`src/rtl/key_sw_debouncer_pkg.sv`:
```
// rtl/key_sw_debouncer_pkg.sv - shared MMIO addresses and debounce default
// Purpose: constants shared by the debouncer, CPU top and data memory so
//          that every agent decodes the I/O window identically.
// Ports:   none (package).
package key_sw_debouncer_pkg;

  localparam logic [31:0] ADDR_KEY      = 32'hF000_0010;
  localparam logic [31:0] ADDR_SW       = 32'hF000_0014;
  localparam logic [31:0] ADDR_KEYPRESS = 32'hF000_0018;

  localparam int DEBOUNCE_CYCLES_DEFAULT = 30;

endpackage

```
`src/rtl/key_sw_debouncer_sync_debounce.sv`:
```
// rtl/key_sw_debouncer_sync_debounce.sv - two-flop synchronizer plus group debounce counter
// Purpose: synchronizes a vector of raw inputs and accepts a change of the
//          whole vector only after it has differed from the accepted value
//          for DEBOUNCE_CYCLES consecutive cycles.
// Ports:   clk, reset_n     clock, asynchronous active-low reset
//          raw    [WIDTH]   unsynchronized input levels
//          sync   [WIDTH]   synchronized levels (second flop)
//          stable [WIDTH]   debounced levels
//          update           high on the cycle whose edge loads stable
module sync_debounce #(
  parameter int                 WIDTH           = 1,
  parameter logic [WIDTH-1:0]   RESET_VALUE     = '0,
  parameter int                 DEBOUNCE_CYCLES = 30
) (
  input  logic             clk,
  input  logic             reset_n,
  input  logic [WIDTH-1:0] raw,
  output logic [WIDTH-1:0] sync,
  output logic [WIDTH-1:0] stable,
  output logic             update
);

  // Counter saturates at DEBOUNCE_CYCLES-1, so $clog2 bits always suffice.
  localparam int               CNT_W    = $clog2(DEBOUNCE_CYCLES);
  localparam logic [CNT_W-1:0] CNT_LAST = CNT_W'(DEBOUNCE_CYCLES - 1);

  logic [WIDTH-1:0] meta;
  logic [CNT_W-1:0] count;
  logic             differ;

  assign differ = (sync != stable);
  assign update = differ && (count == CNT_LAST);

  always_ff @(posedge clk or negedge reset_n) begin
    if (!reset_n) begin
      meta   <= RESET_VALUE;
      sync   <= RESET_VALUE;
      stable <= RESET_VALUE;
      count  <= '0;
    end else begin
      meta <= raw;
      sync <= meta;
      if (update) begin
        stable <= sync;
        count  <= '0;
      end else if (differ) begin
        count  <= count + CNT_W'(1);
      end else begin
        // Any cycle of agreement restarts the qualification window.
        count  <= '0;
      end
    end
  end

endmodule

```
`src/rtl/key_sw_debouncer.sv`:
```
// rtl/key_sw_debouncer.sv - debounced switches/keys with sticky press flags and MMIO read port
// Purpose: debounces slide switches and active-low pushbuttons, records key
//          presses in clear-on-read flags and exposes all three on a
//          combinational memory-mapped read port.
// Config:  KEY_STICKY_EN defined   -> key_press flags and clear-on-read built
//          KEY_STICKY_EN undefined -> key_press tied 0, ADDR_KEYPRESS reads 0
// Ports:   clk, reset_n          clock, asynchronous active-low reset
//          sw_raw  [SW_BITS]     raw switch levels
//          key_raw [KEY_BITS]    raw keys, 0 = pressed
//          rd_en, addr[32]       CPU data-memory read strobe and address
//          sw_stable, key_stable debounced levels
//          key_press [KEY_BITS]  sticky press flags
//          rd_data [32]          MMIO read data
module key_sw_debouncer
  import key_sw_debouncer_pkg::*;
#(
  parameter int DEBOUNCE_CYCLES = DEBOUNCE_CYCLES_DEFAULT,
  parameter int SW_BITS         = 10,
  parameter int KEY_BITS        = 4
) (
  input  logic                clk,
  input  logic                reset_n,
  input  logic [SW_BITS-1:0]  sw_raw,
  input  logic [KEY_BITS-1:0] key_raw,
  input  logic                rd_en,
  input  logic [31:0]         addr,
  output logic [SW_BITS-1:0]  sw_stable,
  output logic [KEY_BITS-1:0] key_stable,
  output logic [KEY_BITS-1:0] key_press,
  output logic [31:0]         rd_data
);

  logic [SW_BITS-1:0]  sw_sync;
  logic [KEY_BITS-1:0] key_sync;
  logic                sw_update;
  logic                key_update;

  sync_debounce #(
    .WIDTH           (SW_BITS),
    .RESET_VALUE     ({SW_BITS{1'b0}}),
    .DEBOUNCE_CYCLES (DEBOUNCE_CYCLES)
  ) u_sw (
    .clk     (clk),
    .reset_n (reset_n),
    .raw     (sw_raw),
    .sync    (sw_sync),
    .stable  (sw_stable),
    .update  (sw_update)
  );

  // Keys idle high, so their pipeline resets to "released" and reset
  // release can never look like a press.
  sync_debounce #(
    .WIDTH           (KEY_BITS),
    .RESET_VALUE     ({KEY_BITS{1'b1}}),
    .DEBOUNCE_CYCLES (DEBOUNCE_CYCLES)
  ) u_key (
    .clk     (clk),
    .reset_n (reset_n),
    .raw     (key_raw),
    .sync    (key_sync),
    .stable  (key_stable),
    .update  (key_update)
  );

`ifdef KEY_STICKY_EN
  logic [KEY_BITS-1:0] press_set;
  logic                rd_clear;
  logic                unused_bits;

  // A press is a stable 1->0 transition, detected on the load edge itself.
  assign press_set   = {KEY_BITS{key_update}} & key_stable & ~key_sync;
  assign rd_clear    = rd_en && (addr == ADDR_KEYPRESS);
  assign unused_bits = ^{sw_sync, sw_update};

  // Clear first, then OR in new presses so a simultaneous set wins per bit.
  always_ff @(posedge clk or negedge reset_n) begin
    if (!reset_n) begin
      key_press <= '0;
    end else begin
      key_press <= (rd_clear ? {KEY_BITS{1'b0}} : key_press) | press_set;
    end
  end
`else
  logic unused_bits;

  assign key_press   = '0;
  assign unused_bits = ^{rd_en, key_sync, key_update, sw_sync, sw_update};
`endif

  always_comb begin
    rd_data = '0;
    case (addr)
      ADDR_KEY:      rd_data = 32'(key_stable);
      ADDR_SW:       rd_data = 32'(sw_stable);
`ifdef KEY_STICKY_EN
      ADDR_KEYPRESS: rd_data = 32'(key_press);
`endif
      default:       rd_data = '0;
    endcase
  end

endmodule

```
`config.mk`:
```
export PLATFORM = sky130hd
export DESIGN_NAME = key_sw_debouncer
export DESIGN_NICKNAME = d
export VERILOG_FILES = /design/src/rtl/key_sw_debouncer_pkg.sv /design/src/rtl/key_sw_debouncer_sync_debounce.sv /design/src/rtl/key_sw_debouncer.sv
export SDC_FILE = /design/constraint.sdc
export NUM_CORES = 1
export LEC_CHECK = 0
export ABC_CLOCK_PERIOD_IN_PS = 3300
export CORE_MARGIN = 2
export CORE_UTILIZATION = 45
export DETAILED_ROUTE_END_ITERATION = 10
export PLACE_DENSITY = 0.87
export SKIP_CTS_REPAIR_TIMING = 1
export SYNTH_ARGS = -nofsm -noshare
export SYNTH_HDL_FRONTEND = slang
export SYNTH_SLANG_ARGS = --single-unit
```
`constraint.sdc`:
```
create_clock -name clk -period 3.3 [get_ports clk]
set_clock_uncertainty 0.05 [all_clocks]
set_input_delay 0.825 -clock clk [delete_from_list [all_inputs] [get_ports clk]]
set_output_delay 0.825 -clock clk [all_outputs]
set_load 0.02 [all_outputs]
```
==> results by group <==
Setup path
  – CP Launch Type: input pin
  – Critical path's largest stage delay: 0.48 ns
  – CP required: 2.42 ns
  – Worst EP arrival: 2.38 ns
  – Delay-heaviest family, CP: simple AND/OR/NAND/NOR gates
  – Crit path kind: in2out
  – Nature of the critical path endpoint: output port
  – CP Depth: 6
  – Crit Path Max Fanout: 4
  – Critical-path top delay cell: or3b_4
  – Register-to-Register Path Depth: 5
  – WP buf/inv: 2
  – CP Cell Sequence: clkdlybuf4s50_1 > nor4_1 > nand2_1 > or3b_4 > nor2_2 > buf_4
  – Flop2flop setup slack: 1.39 ns

Route
  – Vias per inst: 4.57
  – Vias: 1536
  – DRT iter0 DRCs: 37
  – DRC: 0
  – TritonRoute pass-1 iters: 5
  – Final WL: 4.20 mm
  – Avg WL per Cell: 12.5 um
  – Routed Antenna Nets: 0

Worst hold path
  – Min-Delay Path Class: reg2reg
  – Hold path cells: 0

Placement
  – Inst Count DP: 328
  – GPL Wtd Cong: 0.755
  – DP Worst Slack: -0.505 ns
  – PortBufs: 71
  – Post-place instance area: 0.00295 mm2
  – Post-detail-place hpwl: 3.09 mm

Floorplan
  – Boundary Pins: 99
  – Core Footprint: 0.00475 mm2
  – Die height: 74.5 um
  – DIE AREA: 0.00555 mm2
  – Starting Density: 47.0%
  – # rows: 25
  – Die X: 74.5 um

Finish
  – Final Cell Area: 0.00320 mm2
  – Layout cell share with drive strength beyond 1: 21.6%
  – Area Growth Syn to Fin: 43.2%
  – Fin cells: 336
  – Final-layout fill cell count: 349
  – Layout net count: 321
  – Flip-flop and latch area: 0.00132 mm2
  – Ant diodes: 0
  – Multi-input gate area: 878 um2

Synth
  – Number of synthesized flops with an enable pin: 0
  – Area leader, netlist: dfrtp_1
  – Simple-Gate Fraction of Synth Area: 15.5%
  – Count leader, synth: dfrtp_1
  – Largest family of logic cells by synthesized area: simple AND/OR/NAND/NOR gates
  – Sequential area share after synthesis: 58.9%
  – Syn Area/Cell: 11.8 um2
  – Prevailing post-synth register cell: dfrtp_1
  – Adder-Cell Fraction of Synth Area: 2.24%
  – Gate count of the mapped netlist: 189
  – XOR/XNOR share of the synthesized area: 7.45%
  – Distinct cells, synth: 25
  – Post-synthesis async set-or-reset flop share: 100%
  – Syn. warnings: 0
  – Mux contribution to synthesized area: 4.82%
  – Post-synth top area share: 44.8%
  – Area contributors post-synth: dfrtp_1, dfstp_2, buf_4, xnor2_1, nand2_1
  – Netlist Area Pre-Place: 0.00223 mm2
  – Synth Area in Compound Gates: 1.34%
  – Register bit total from synthesis: 52
  – Most frequent cells after synthesis: dfrtp_1, buf_4, nand2_1, dfstp_2, xnor2_1

STA
  – Tmin final: 3.25 ns
  – Tcrit/Tclk final: 98.6%
  – Slew margin rel.: 31.6%
  – Worst hold slack: 0.302 ns
  – Fin. Hold Viols: 0
  – Worst-margin pin slew: 1.01 ns
  – Setup TNS: 0 ns
  – Max Freq: 307 MHz
  – Final setup viols: 0
  – Setup WS post-layout: 0.0476 ns
  – Max-slew violations: 0

Power
  – Clk pwr share: 23.2%
  – NetSw: 0.640 mW
  – Peak supply drop: 0.403 mV
  – Internal power: 1.37 mW
  – Combinational share of power: 29.7%
  – Part of the power in registers: 47.2%
  – Lkg Pwr: 1.52 nW
  – P per Cell Area: 628 mW/mm2
  – Switching Fraction: 31.8%

CTS
  – Clk root buf: clkbuf_8
  – Clock Sinks: 52
  – Clk slew on worst S/H paths: 0.08 ns
  – Deepest clock path buffer count: 2
  – Cts bufs inserted: 5
  – Clk_lat worst skew: 0.30 ns
  – H-tree Lvls: 2
  – CTS tree: yes

Global route
  – Number of global-route vias before repair: 1411
  – First-pass GRT wire length: 6.22 mm
  – GRT overflow: 0
  – Initial antenna violation count: 0
  – Global-route total usage across every layer: 15.2%
  – Largest net degree at the start of global routing: 31

Status
  – Status: complete, no violations

Job
  – Maxcap violations: 0
==> through the flow <==
stage,power (mW),utilization (%)
CTS,2.01,64.6
global route,2.13,67.3
global placement,1.51,61.9
floorplan,1.29,-
finish,2.01,67.3
detailed placement,1.54,61.9
==> layout by cell type (no fill, tap or decap), types with 3 or more instances in the layout <==
cell	n
clkdlybuf4s50_1	45
mux2i_1	4
nor3_1	5
dlymetal6s2s_1	15
nand3_1	4
inv_1	3
conb_1	26
and2_4	6
xnor2_1	12
buf_4	5
nand4_1	6
xor2_1	7
nor2_1	7
clkbuf_8	5
nor4_2	5
dfrtp_1	40
mux2_2	6
dfstp_2	12
nor2_4	3
nand2_1	26
ha_1	4
buf_6	9
==> power groups by stage <==
stage               registers, mW  logic [mW]  clock network [mW]
finish                      0.948       0.596               0.466
floorplan                    1.01       0.280                   0
global route                0.971       0.648               0.509
CTS                         0.946       0.592               0.476
detailed placement          0.956       0.586                   0
global placement            0.947       0.564                   0
==> layer usage <==
layer	vias up	wire length [um]	global-route usage (%)
met5	-	0	0
met2	57	2290	26.8
met4	0	88	7.14
met1	737	1530	16.6
met3	9	290	4.61
li1	733	-	-
==> area by class of cell <==
class / count / share of cell area, %
Tap cell: 67 / 2.62
Inverter: 3 / 0.352
Clock buffer: 7 / 3.05
Clock inverter: 1 / 0.939
Sequential cell: 52 / 41.1
Timing Repair Buffer: 75 / 24.4
Multi-Input combinational cell: 131 / 27.5
==> cell families after synthesis <==
logic type	Yosys count
fa+ha+maj	4
other cells	1
flops	52
xor+xnor	19
buf+inv	31
mux	10
compound gates	4
simple gates	68
==> worst register-to-register path, stage by stage, from the launching register on <==
cell and delay, ns:
dfrtp_1 0.41, inv_1 0.06, ha_1 0.17, and4_1 0.50
o31a_1 0.26, mux2_2 0.34
==> sequential cells by signal (all words and copies together), names as in the netlist <==
name and count:
u_key.meta 4, u_sw.meta 10, u_key.count 5, u_sw.stable 10, u_key.stable 4, u_sw.sync 10
u_sw.count 5, u_key.sync 4
==> final timing paths <==
kind | to | startpoint
max in group asynchronous | u_sw.sync[8] | reset_n
min in group asynchronous | u_sw.stable[1] | reset_n
worst max register to register | u_sw.stable[9] | u_sw.count[1]
worst max-delay path | rd_data[1] | addr[25]
worst min register to register | u_sw.sync[3] | u_sw.meta[3]
worst min-delay path | u_sw.sync[3] | u_sw.meta[3]
(Power assumes the default switching activity.)
